## src/rtl/rx_frame_parse.sv

```systemverilog
// Receive frame parser: strips preamble/SFD, filters the destination address, checks CRC-32,
// writes frame bytes into the receive buffer and reports one status pulse per frame.
module rx_frame_parse #(
    parameter int MAXLEN = 1518,
    parameter int MINLEN = 64
) (
    input  logic        rxclk_i,
    input  logic        rst,
    input  logic        rxdv_i,
    input  logic        byte_stb_i,
    input  logic [7:0]  dat_i,
    input  logic        rxer_i,
    input  logic [47:0] mac_i,
    input  logic        promisc_i,
    input  logic        buf_rdy_i,
    output logic        wr_en_o,
    output logic [10:0] wr_addr_o,
    output logic [7:0]  wr_dat_o,
    output logic        done_o,
    output logic [10:0] len_o,
    output logic [4:0]  stat_o,
    output logic        ok_o
);

    localparam logic [2:0] S_IDLE = 3'd0;
    localparam logic [2:0] S_PRE  = 3'd1;
    localparam logic [2:0] S_DATA = 3'd2;
    localparam logic [2:0] S_DROP = 3'd3;
    localparam logic [2:0] S_DONE = 3'd4;

    localparam logic [31:0] CRC_POLY  = 32'hEDB88320;
    localparam logic [31:0] CRC_RESID = 32'hDEBB20E3;

    logic [2:0]  state;
    logic [31:0] crc;
    logic [10:0] count;
    logic        da_ok, bc_ok;
    logic        f_nobuf, f_ovf, f_rxer;
    logic [7:0]  mac_byte;
    logic        addr_hit;
    logic        abort, runt, crcerr;
    logic [4:0]  stat_nxt;

    function automatic logic [31:0] crc_byte(input logic [31:0] c, input logic [7:0] d);
        logic [31:0] r;
        r = c ^ {24'h0, d};
        for (int i = 0; i < 8; i++)
            r = r[0] ? ((r >> 1) ^ CRC_POLY) : (r >> 1);
        return r;
    endfunction

    always_comb begin
        mac_byte = 8'h00;
        case (count[2:0])
            3'd0: mac_byte = mac_i[7:0];
            3'd1: mac_byte = mac_i[15:8];
            3'd2: mac_byte = mac_i[23:16];
            3'd3: mac_byte = mac_i[31:24];
            3'd4: mac_byte = mac_i[39:32];
            3'd5: mac_byte = mac_i[47:40];
            default: mac_byte = 8'h00;
        endcase
    end

    assign addr_hit = (da_ok && dat_i == mac_byte) || (bc_ok && dat_i == 8'hFF) || promisc_i;

    // Aborted frames (no buffer / overflow) report only the abort cause, not length or CRC.
    assign abort    = f_nobuf | f_ovf;
    assign runt     = !abort && (count < 11'(MINLEN));
    assign crcerr   = !abort && (crc != CRC_RESID);
    assign stat_nxt = {f_nobuf, f_ovf, f_rxer, runt, crcerr};

    always_ff @(posedge rxclk_i or posedge rst) begin
        if (rst) begin
            state     <= S_IDLE;
            crc       <= 32'hFFFFFFFF;
            count     <= '0;
            da_ok     <= 1'b0;
            bc_ok     <= 1'b0;
            f_nobuf   <= 1'b0;
            f_ovf     <= 1'b0;
            f_rxer    <= 1'b0;
            wr_en_o   <= 1'b0;
            wr_addr_o <= '0;
            wr_dat_o  <= '0;
            done_o    <= 1'b0;
            len_o     <= '0;
            stat_o    <= '0;
            ok_o      <= 1'b0;
        end else begin
            wr_en_o <= 1'b0;
            done_o  <= 1'b0;
            if (state == S_DATA && rxer_i) f_rxer <= 1'b1;
            case (state)
                S_IDLE: begin
                    if (rxdv_i) begin
                        state   <= S_PRE;
                        crc     <= 32'hFFFFFFFF;
                        count   <= '0;
                        da_ok   <= 1'b1;
                        bc_ok   <= 1'b1;
                        f_nobuf <= 1'b0;
                        f_ovf   <= 1'b0;
                        f_rxer  <= 1'b0;
                    end
                end
                S_PRE: begin
                    if (!rxdv_i) state <= S_IDLE;
                    else if (byte_stb_i && dat_i != 8'h55) begin
                        if (dat_i == 8'hD5 && buf_rdy_i) state <= S_DATA;
                        else begin
                            state   <= S_DROP;
                            f_nobuf <= (dat_i == 8'hD5);
                        end
                    end
                end
                S_DATA: begin
                    // A byte coinciding with the rxdv_i fall is still consumed; DROP overrides DONE.
                    if (!rxdv_i) state <= S_DONE;
                    if (byte_stb_i) begin
                        if (count == 11'(MAXLEN)) begin
                            f_ovf <= 1'b1;
                            state <= S_DROP;
                        end else begin
                            wr_en_o   <= 1'b1;
                            wr_addr_o <= count;
                            wr_dat_o  <= dat_i;
                            crc       <= crc_byte(crc, dat_i);
                            count     <= count + 11'd1;
                            if (count < 11'd6) begin
                                da_ok <= da_ok && (dat_i == mac_byte);
                                bc_ok <= bc_ok && (dat_i == 8'hFF);
                            end
                            if (count == 11'd5 && !addr_hit) state <= S_DROP;
                        end
                    end
                end
                S_DROP: begin
                    if (!rxdv_i) state <= abort ? S_DONE : S_IDLE;
                end
                S_DONE: begin
                    done_o <= 1'b1;
                    len_o  <= count;
                    stat_o <= stat_nxt;
                    ok_o   <= (stat_nxt == 5'b0);
                    state  <= S_IDLE;
                end
                default: state <= S_IDLE;
            endcase
        end
    end

endmodule

```

## config.mk

```make
export PLATFORM = sky130hd
export DESIGN_NAME = rx_frame_parse
export DESIGN_NICKNAME = d
export VERILOG_FILES = /design/src/rtl/rx_frame_parse.sv
export SDC_FILE = /design/constraint.sdc
export NUM_CORES = 1
export LEC_CHECK = 0
export CAP_MARGIN = 20
export CORE_MARGIN = 4
export CORE_UTILIZATION = 50
export CTS_CLUSTER_DIAMETER = 100
export DETAILED_ROUTE_END_ITERATION = 12
export DONT_BUFFER_PORTS = 1
export GPL_TIMING_DRIVEN = 0
export PLACE_DENSITY = 0.64
export SLEW_MARGIN = 10
export SYNTH_ARGS = -nofsm -noshare
export SYNTH_HDL_FRONTEND = slang
export SYNTH_SLANG_ARGS = --single-unit
export TNS_END_PERCENT = 5
```

## constraint.sdc

```tcl
create_clock -name rxclk_i -period 3.8 [get_ports rxclk_i]
set_clock_uncertainty 0.1 [all_clocks]
set_input_delay 0.76 -clock rxclk_i [delete_from_list [all_inputs] [get_ports rxclk_i]]
set_output_delay 0.76 -clock rxclk_i [all_outputs]
set_load 0.005 [all_outputs]
```

==> Yosys cells after proc, flatten, opt, wreduce, memory -nomap -nowiden <==
Index checks and enable logic that the tools add are counted.
{ "totals": {"ff_bits": 89, "out_inout_bits": 38, "wordCells": 130} }
{ "op_classes": {"n_reduce_logical": 23, "magnitude_cmp": 2, "n_eq_ne": 26, "n_addsub": 1, "n_mux": 52, "bitwise": 11} }
{ "ops": {"columns": ["op", "count"], "rows": [
  ["32-bit 2-to-1 mux", 11],
  ["13-bit inverter with 14-bit output", 8],
  ["32-bit one-hot mux with 2 select lines", 1],
  ["8-bit one-hot mux with 6 select lines", 1],
  ["11-bit 2-to-1 mux", 3],
  ["32-bit != test (second input constant)", 1],
  ["32-bit by 8-bit XOR with 32-bit output", 1],
  ["3-bit 2-to-1 mux", 9],
  ["11-bit one-hot mux with 2 select lines", 1],
  ["1-bit 2-to-1 mux", 21],
  ["8-bit == test (second input constant)", 2],
  ["2-bit != test (second input constant)", 7],
  ["3-bit by 2-bit == test with 1-bit output (second input constant)", 4],
  ["3-bit one-hot mux with 4 select lines", 1],
  ["11-bit by 1-bit adder with 11-bit output (second input constant)", 1],
  ["11-bit == test (second input constant)", 1],
  ["11-bit by 3-bit == test with 1-bit output (second input constant)", 1],
  ["11-bit by 3-bit < comparator with 1-bit output (second input constant)", 1],
  ["11-bit by 7-bit < comparator with 1-bit output (second input constant)", 1],
  ["5-bit AND reduction", 2],
  ["3-bit == test (second input constant)", 3],
  ["8-bit == test", 1],
  ["1-bit logical AND", 8],
  ["8-bit by 7-bit != test with 1-bit output (second input constant)", 1],
  ["other kinds (13)", 24]
]} }

==> Logic depth before layout (Yosys ltp) <==
Gate-level depths: netlist of the first run.
{ "logic_depth": {"depth_word": 20, "depth_mapped": 11, "ltp_nobuf": 9} }

==> Worst setup path after synthesis of the first run <==
Ideal clock, no wire load.
{ "synth_path": {"path_kind": "input port to flip-flop", "start": "input port dat_i[1]", "end": "register f_nobuf", "required_time_ns": 3.582, "setup_ns": 0.118, "arrival_ns": 2.136, "setup_slack_ns": 1.446, "path_stages": 6, "path_cell_list": "or4_4 > o31a_1 > a21o_1 > a21oi_1 > nor2_1 > a2bb2o_4"} }
{ "synth_between": {"elab_chain_len": 5} }
{ "synth_lines": {"columns": ["element", "line", "source"], "rows": [
  ["start: declaration", "11", "input logic [7:0] dat_i,"],
  ["8-bit == test", "110, 113", null],
  ["1-bit 2-to-1 mux", "110", "if (dat_i == 8'hD5 && buf_rdy_i) state <= S_DATA;"],
  ["1-bit 2-to-1 mux", "109", "else if (byte_stb_i && dat_i != 8'h55) begin"],
  ["1-bit 2-to-1 mux", "108", "if (!rxdv_i) state <= S_IDLE;"],
  ["1-bit one-hot mux with 2 select lines", "94", "case (state)"],
  ["end signal: assignment", "113", "f_nobuf <= (dat_i == 8'hD5);"],
  ["end: declaration", "38", "logic f_nobuf, f_ovf, f_rxer;"]
]} }
Several ways; a longest one is shown, not always the timed one. The select of a mux whose other input is x is not followed.
A chain may end at the register's enable or synchronous reset.

==> Worst setup path after layout of the first run <==
{ "layout_path": {"start": "register count[0]", "end": "register crc[24]"} }
{ "layout_between": {"elab_chain_len": 3} }
{ "layout_lines": {"columns": ["element", "line", "source"], "rows": [
  ["start: declaration", "36", "logic [10:0] count;"],
  ["start signal: assignment", "129", "count <= count + 11'd1;"],
  ["11-bit == test", "121", "if (count == 11'(MAXLEN)) begin"],
  ["2-bit != test (no source line)", null, null],
  ["4-bit AND reduction (no source line)", null, null],
  ["end signal: assignment", "128", "crc <= crc_byte(crc, dat_i);"],
  ["end: declaration", "35", "logic [31:0] crc;"]
]} }
No other way between the ends.

==> results by group, run 1 <==
Synthesis
  • Synth area leader: dfrtp_1
  • Synth warnings: 0
  • Yosys top cell area share: 28.3%
  • Average size of a mapped cell: 10.6 um2
  • EDFF count, synth: 0
  • Syn Nets: 543
  • Async S/R FF share, synth: 100%
  • Synth area leaders: dfrtp_1 28%, dfstp_2 17%, xnor2_1 7.8%
  • #FFs+latches synth: 89
  • Synth Instances: 475
  • Synth cell count leaders: 57 x dfrtp_1, 53 x nor2_1, 45 x xnor2_1, 34 x mux2_2, 32 x dfstp_2
  • Mapped cell area: 0.00503 mm2
  • Synth cell types: 53
  • Synth Flop Type: dfrtp_1
  • Sequential element share of the synthesized area: 45.1%
  • Count leader, synth: dfrtp_1

Drt
  • DRT iter0 DRCs: 202
  • Avg Vias per Cell: 5.91
  • Final WL: 12,500 um
  • Post-route ant nets: 0
  • Wire length per cell: 19.9 um
  • Residual DRC count: 0
  • Drt first pass iters: 5
  • Via count: 3,696

Global routing
  • Vias in the first global route: 3,693
  • First-pass GRT wire length: 19,600 um
  • GRT overflow: 0
  • Gr usage total: 21.8%
  • Pin count of the biggest net entering global routing: 66
  • Initial antenna violation count: 0

Die
  • Core area: 0.00977 mm2
  • # IOs: 101
  • Row cnt: 36
  • Die Y: 108 um
  • Die area: 0.0117 mm2
  • Initial Util: 51.5%
  • Die W: 108 um

Clocking
  • Clk buf depth: 2
  • CTS Sinks: 89
  • TritonCTS Buffers: 9
  • CTS-repair resized insts: 0
  • Hold buffer count at cts: 0
  • CTS H-tree depth: 3
  • CTS Root Cell: clkbuf_8
  • CTS tree: yes
  • CTS clk-pin slew, worst paths: 0.09 ns
  • Post-CTS Setup Bufs: 0
  • Clk Latency, worst-skew pair: 0.36 ns

Timing
  • Slew Limit Fails: 0
  • Fin crit share: 79.5%
  • Final Hold Fails: 0
  • Count of final setup violators: 0
  • WHS: 0.135 ns
  • Slew @ Worst Pin: 0.905 ns
  • Slew headroom: 39.2%
  • FMAX: 331 MHz
  • Min cycle time layout: 3.02 ns
  • TNS Setup: 0 ns
  • RSZ-0062 raised after global routing: false
  • Worst setup margin: 0.780 ns

Placement
  • GP Congestion: 0.900
  • Cells after DPL: 609
  • DP HPWL: 9220 um
  • Pre-CTS setup slack: 0.837 ns
  • I/O Buffers: 0

Worst setup path
  • Most used cell, CP: buf_2
  • CP Max Fanout: 10
  • Type of origin of the critical path: flip-flop
  • Cell Chain, Critical Path: inv_1 > ha_1 > buf_2 > nor4bb_1 > a31oi_1 > buf_2 > clkbuf_1 > buf_2 > a21oi_1
  • Crit path kind: flip-flop to flip-flop
  • CP max stage delay: 0.55 ns
  • WP data required: 3.98 ns
  • Worst r2r src: count[0]
  • WP data arrival: 3.20 ns
  • Critical Path Start: count[0]
  • Slowest CP cell: dfrtp_1
  • Crit end category: flip-flop

Pwr
  • Final Total Pwr: 3080 uW
  • Pleak: 0.00223 uW
  • PwrDens: 569 mW/mm2
  • Peak supply drop: 0.000351 V

Worst hold path
  • Worst hold-check path type: input pin to async pin

Cells and area
  • Layout cells sized above 1: 22.6%
  • Fill count: 867
  • Layout area overhead: 7.66%
  • Final #Nets: 555
  • Diode count: 0
  • Fin cells: 625

Flow run
  • Max-cap violations: 0

Status
  • Status: complete, no violations
-- critical path: cells and delay by family (launching register included) --
kind                     cells  cell delay (ns)
flip-flops                   1             0.55
buffers and inverters        5             1.46
adder cells (fa/ha/maj)      1             0.21
AO/OA/AOI/OAI                2             0.46
AND/OR/NAND/NOR              1             0.16
-- cell type report --
cell class              instances  area [um2]  area share [%]
multi-input cells             348        2610            48.2
flip-flops and latches         89        2270            41.8
well taps                     133         166            3.07
clock buffers                  12         135            2.49
plain buffers                  25         105            1.94
clock inverters                 4        53.8           0.993
inverters                      13        51.3           0.947
repair buffers                  1        27.5           0.508
-- metal layers --
| layer | GRT usage, % | vias up | routed length (um) |
|---|---|---|---|
| met3 | 4.78 | 17 | 599 |
| met1 | 28.3 | 1879 | 5370 |
| met2 | 35.7 | 101 | 6250 |
| li1 | - | 1699 | - |
| met4 | 8.66 | 0 | 233 |
| met5 | 0 | - | 0 |
-- metrics by stage --
stage               instance area [um2]  util [%]
floorplan                          5030         -
global placement                   5200      53.2
detailed placement                 5230      53.5
CTS                                5420      55.4
global route                       5420      55.4
finish                             5420      55.4
-- power breakdown --
part | internal [uW] | switching (uW)
clock network | 307 | 332
registers | 1150 | 150
logic | 535 | 604
-- final timing paths --
check	depth (start not counted)	to	slack, ns
setup reg to reg	9	crc[24]	0.78
min in group rxclk_i	2	crc[29]	0.42
max in group asynchronous	2	crc[7]	2.78
hold reg to reg	2	crc[29]	0.42
hold / removal	1	len_o[7]	0.13
setup / recovery	9	crc[24]	0.78
-- sequential cells by signal, summed over array words and instances, names as in the netlist --
signal / cells
crc: 32
count: 11
len_o: 11
wr_addr_o: 11
wr_dat_o: 8
stat_o: 5
state: 3
bc_ok: 1
da_ok: 1
done_o: 1
f_nobuf: 1
f_ovf: 1
f_rxer: 1
ok_o: 1
wr_en_o: 1
-- logic make-up after synthesis --
group           share of synthesized area [%]
simple gates                             12.6
compound gates                           12.3
xor+xnor                                 17.4
flops                                    45.1
buf+inv                                  3.06
mux                                      8.40
fa+ha+maj                                1.24
-- placed cells by master (no fill, tap or decap), types with 3 or more instances in the layout --
master	count
nand2b_1	4
a21oi_1	30
o21ai_0	9
mux2_2	34
nor4_1	5
and3_1	4
clkbuf_1	18
ha_1	5
dfrtp_1	57
nand4_1	6
xnor2_1	45
nor2_1	53
nand3_1	4
xor2_1	31
dfstp_2	32
xor2_2	3
buf_2	9
inv_1	12
and2_1	3
nand2_1	17
a31oi_1	21
clkbuf_8	9
a22oi_1	11
mux2i_1	4
a222oi_1	6
nand4b_1	4
nor3_1	8
xnor2_2	10
Power figures use the tool's default switching activity.
==> inputs of run 2 (changes only) <==
==> constraint.sdc (replaced) <==
create_clock -name rxclk_i -period 2.9 [get_ports rxclk_i]
set_clock_uncertainty 0.1 [all_clocks]
set_input_delay 0.58 -clock rxclk_i [delete_from_list [all_inputs] [get_ports rxclk_i]]
set_output_delay 0.58 -clock rxclk_i [all_outputs]
set_load 0.005 [all_outputs]
==> results by group, run 2 (same netlist as run 1, synthesis figures left out) <==
Status
  • Status: complete, no violations (unchanged)

Die
  • Row cnt: 36 (unchanged)
  • Die Y: 108 um (unchanged)
  • Core area: 0.00977 mm2 (unchanged)
  • # IOs: 101 (unchanged)
  • Initial Util: 51.5% (unchanged)
  • Die area: 0.0117 mm2 (unchanged)
  • Die W: 108 um (unchanged)

Clocking
  • CTS H-tree depth: 3 (unchanged)
  • TritonCTS Buffers: 9 (unchanged)
  • CTS clk-pin slew, worst paths: 0.10 ns (was 0.09 ns)
  • CTS Sinks: 89 (unchanged)
  • Clk Latency, worst-skew pair: 0.37 ns (was 0.36 ns)
  • CTS tree: yes (unchanged)
  • Post-CTS Setup Bufs: 0 (unchanged)
  • Clk buf depth: 2 (unchanged)
  • CTS Root Cell: clkbuf_8 (unchanged)
  • Hold buffer count at cts: 0 (unchanged)

Cells and area
  • Most frequent cells in the layout: 55 x dfrtp_1, 53 x nor2_1, 45 x xnor2_1 (was 57 x dfrtp_1, 53 x nor2_1, 45 x xnor2_1)
  • Diode count: 0 (unchanged)
  • Final #Nets: 554 (was 555)
  • Fin cells: 624 (was 625)
  • Finished Core Util: 56.3% (was 55.4%)
  • Reg with most FFs: crc (unchanged)
  • Max reg flops: 32 (unchanged)
  • Layout cells sized above 1: 25.1% (was 22.6%)
  • FF+latch area: 0.00227 mm2 (about the same)
  • Fill count: 851 (was 867)
  • Area of the multi-input gates: 0.00264 mm2 (was 0.00261 mm2)
  • Layout area overhead: 9.35% (was 7.66%)
  • Leading cell type in the layout, fill and taps excluded: dfrtp_1 (unchanged)
  • Final instance area: 0.00550 mm2 (was 0.00542 mm2)

Drt
  • M1 WL: 5390 um (was 5370 um)
  • WL met2: 6400 um (was 6250 um)
  • Wire length per cell: 20.3 um (was 19.9 um)
  • Final WL: 12,700 um (was 12,500 um)
  • Met3 wire len: 658 um (was 599 um)
  • Via count: 3,724 (was 3,696)
  • Top sig layer: met4 (unchanged)
  • Avg Vias per Cell: 5.97 (was 5.91)
  • Residual DRC count: 0 (unchanged)
  • Post-route ant nets: 0 (unchanged)
  • Drt first pass iters: 7 (was 5)
  • DRT iter0 DRCs: 272 (was 202)

Worst setup path
  • Type of origin of the critical path: flip-flop (unchanged)
  • Most used cell, CP: a22oi_1 (was buf_2)
  • Crit end category: flip-flop (unchanged)
  • R2r endpoint: state[1] (was crc[24])
  • Critical Path Start: count[1] (was count[0])
  • Worst R2R Path Depth: 10 (was 9)
  • Slowest CP cell: dfrtp_2 (was dfrtp_1)
  • Cell Chain, Critical Path: inv_1 > ha_1 > clkbuf_1 > clkbuf_4 > a22oi_1 > a22oi_1 > o21ai_0 > nor3_1 > nand4_1 > a31o_2 (was inv_1 > ha_1 > buf_2 > nor4bb_1 > a31oi_1 > buf_2 > clkbuf_1 > buf_2 > a21oi_1)
  • CP Max Fanout: 10 (unchanged)
  • WP data required: 3.06 ns (was 3.98 ns)
  • WP data arrival: 2.86 ns (was 3.20 ns)
  • Crit path kind: flip-flop to flip-flop (unchanged)
  • Levels on crit path: 10 (was 9)
  • Worst r2r src: count[1] (was count[0])
  • Reg-to-reg setup timing slack: 0.20 ns (was 0.78 ns)
  • Largest delay share family, worst path: compound AO/OA/AOI/OAI gates (was buffers and inverters)
  • CP Capture Point: state[1] (was crc[24])
  • Crit path buf inv count: 3 (was 5)
  • CP max stage delay: 0.49 ns (was 0.55 ns)

Timing
  • RSZ-0062 raised after global routing: true (was false)
  • Slew Limit Fails: 0 (unchanged)
  • Final Hold Fails: 0 (unchanged)
  • Fin crit share: 93.0% (was 79.5%)
  • Count of final setup violators: 0 (unchanged)
  • Slew @ Worst Pin: 0.834 ns (was 0.905 ns)
  • Min cycle time layout: 2.70 ns (was 3.02 ns)
  • Worst setup margin: 0.202 ns (was 0.780 ns)
  • FMAX: 371 MHz (was 331 MHz)
  • Slew headroom: 44.0% (was 39.2%)

Placement
  • Dpl cell area: 0.00524 mm2 (was 0.00523 mm2)
  • DP HPWL: 9400 um (was 9220 um)
  • Cells after DPL: 610 (was 609)
  • GP Congestion: 0.903 (was 0.900)
  • I/O Buffers: 0 (unchanged)
  • Pre-CTS setup slack: -0.124 ns (was 0.837 ns)

Global routing
  • Pin count of the biggest net entering global routing: 40 (was 66)
  • First-pass GRT wire length: 20,500 um (was 19,600 um)
  • Vias in the first global route: 3,827 (was 3,693)
  • Gr usage total: 22.6% (was 21.8%)
  • GRT overflow: 0 (unchanged)
  • Initial antenna violation count: 0 (unchanged)

Pwr
  • Sequential Power Share: 40.6% (was 42.3%)
  • P_sw: 1490 uW (was 1090 uW)
  • Peak supply drop: 0.000486 V (was 0.000351 V)
  • PwrDens: 765 mW/mm2 (was 569 mW/mm2)
  • Clock group share of total power: 23.6% (was 20.8%)
  • Pleak: 0.00227 uW (was 0.00223 uW)
  • Combinational power share: 35.8% (was 37.0%)
  • Final Total Pwr: 4210 uW (was 3080 uW)
  • Internal Power: 2720 uW (was 1990 uW)
  • Sw frac: 35.4% (was 35.3%)

Flow run
  • Max-cap violations: 0 (unchanged)

Worst hold path
  • Worst hold-check path type: input pin to async pin (unchanged)
[run 2: what timing repair did]
item	in CTS	in global routing
pin swaps	0	1
setup endpoints to repair	21	52
resized for setup	3	7
[run 2: stage by stage]
step / hold WS (ns) / TNS [ns]
final: 0.00717 / 0
after global routing: 0.00772 / -0.0151
after CTS: 0.00355 / 0
after detailed placement: 0.402 / -1.09
after global placement: 0.404 / -0.165
after floorplan: 0.370 / 0
[run 2: how the worst min path moves through the flow]
stage,start,to,slack (ns)
final,rst,wr_dat_o[0],0.007
after global routing,rst,wr_dat_o[0],0.008
after CTS,rst,wr_dat_o[0],0.004
after detailed placement,rst,wr_dat_o[0],0.40
after global placement,crc[13],crc[13],0.40
after floorplan,f_rxer,f_rxer,0.37
[run 2: final cells by class]
type | instances | share of cell area (%)
Multi-Input combinational cell | 348 | 48.0
Sequential cell | 89 | 41.2
Tap cell | 133 | 3.02
Clock buffer | 9 | 2.25
Clock inverter | 7 | 1.96
Buffer | 23 | 1.89
Inverter | 13 | 0.955
Timing Repair Buffer | 2 | 0.728
[run 2: metal layers]
| layer | global-route usage [%] | vias up |
|---|---|---|
| met1 | 29.4 | 1877 |
| met4 | 6.76 | 0 |
| li1 | - | 1707 |
| met2 | 38.2 | 118 |
| met3 | 4.30 | 22 |
| met5 | 0 | - |
[run 2: power groups by stage]
stage	clock [uW]	combinational, uW	sequential (uW)
2_1_floorplan	0	1240	1660
3_3_place_gp	0	1450	1720
3_5_place_dp	0	1490	1730
4_1_cts	1020	1500	1710
5_1_grt	1070	1640	1740
6_report	993	1510	1710
[run 2: worst reg2reg max path, delay by kind of cell (launching register included)]
kind                     cells  cell delay [ns]
AND/OR/NAND/NOR              2             0.42
buffers and inverters        3             0.65
AO/OA/AOI/OAI                4             0.80
flip-flops                   1             0.49
adder cells (fa/ha/maj)      1             0.15
==> inputs of run 3 (changes only) <==
==> constraint.sdc (replaced) <==
create_clock -name rxclk_i -period 2.9 [get_ports rxclk_i]
set_clock_uncertainty 0.1 [all_clocks]
set_input_delay 0.58 -clock rxclk_i [delete_from_list [all_inputs] [get_ports rxclk_i]]
set_output_delay 0.58 -clock rxclk_i [all_outputs]
set_load 0.1 [all_outputs]
==> results of run 3 <==
The final DEF is identical to that of run 2. Status: complete, no violations.
Among the figures that moved: total power 4210 uW -> 4820 uW; worst IR drop on VDD 0.000486 V -> 0.000685 V
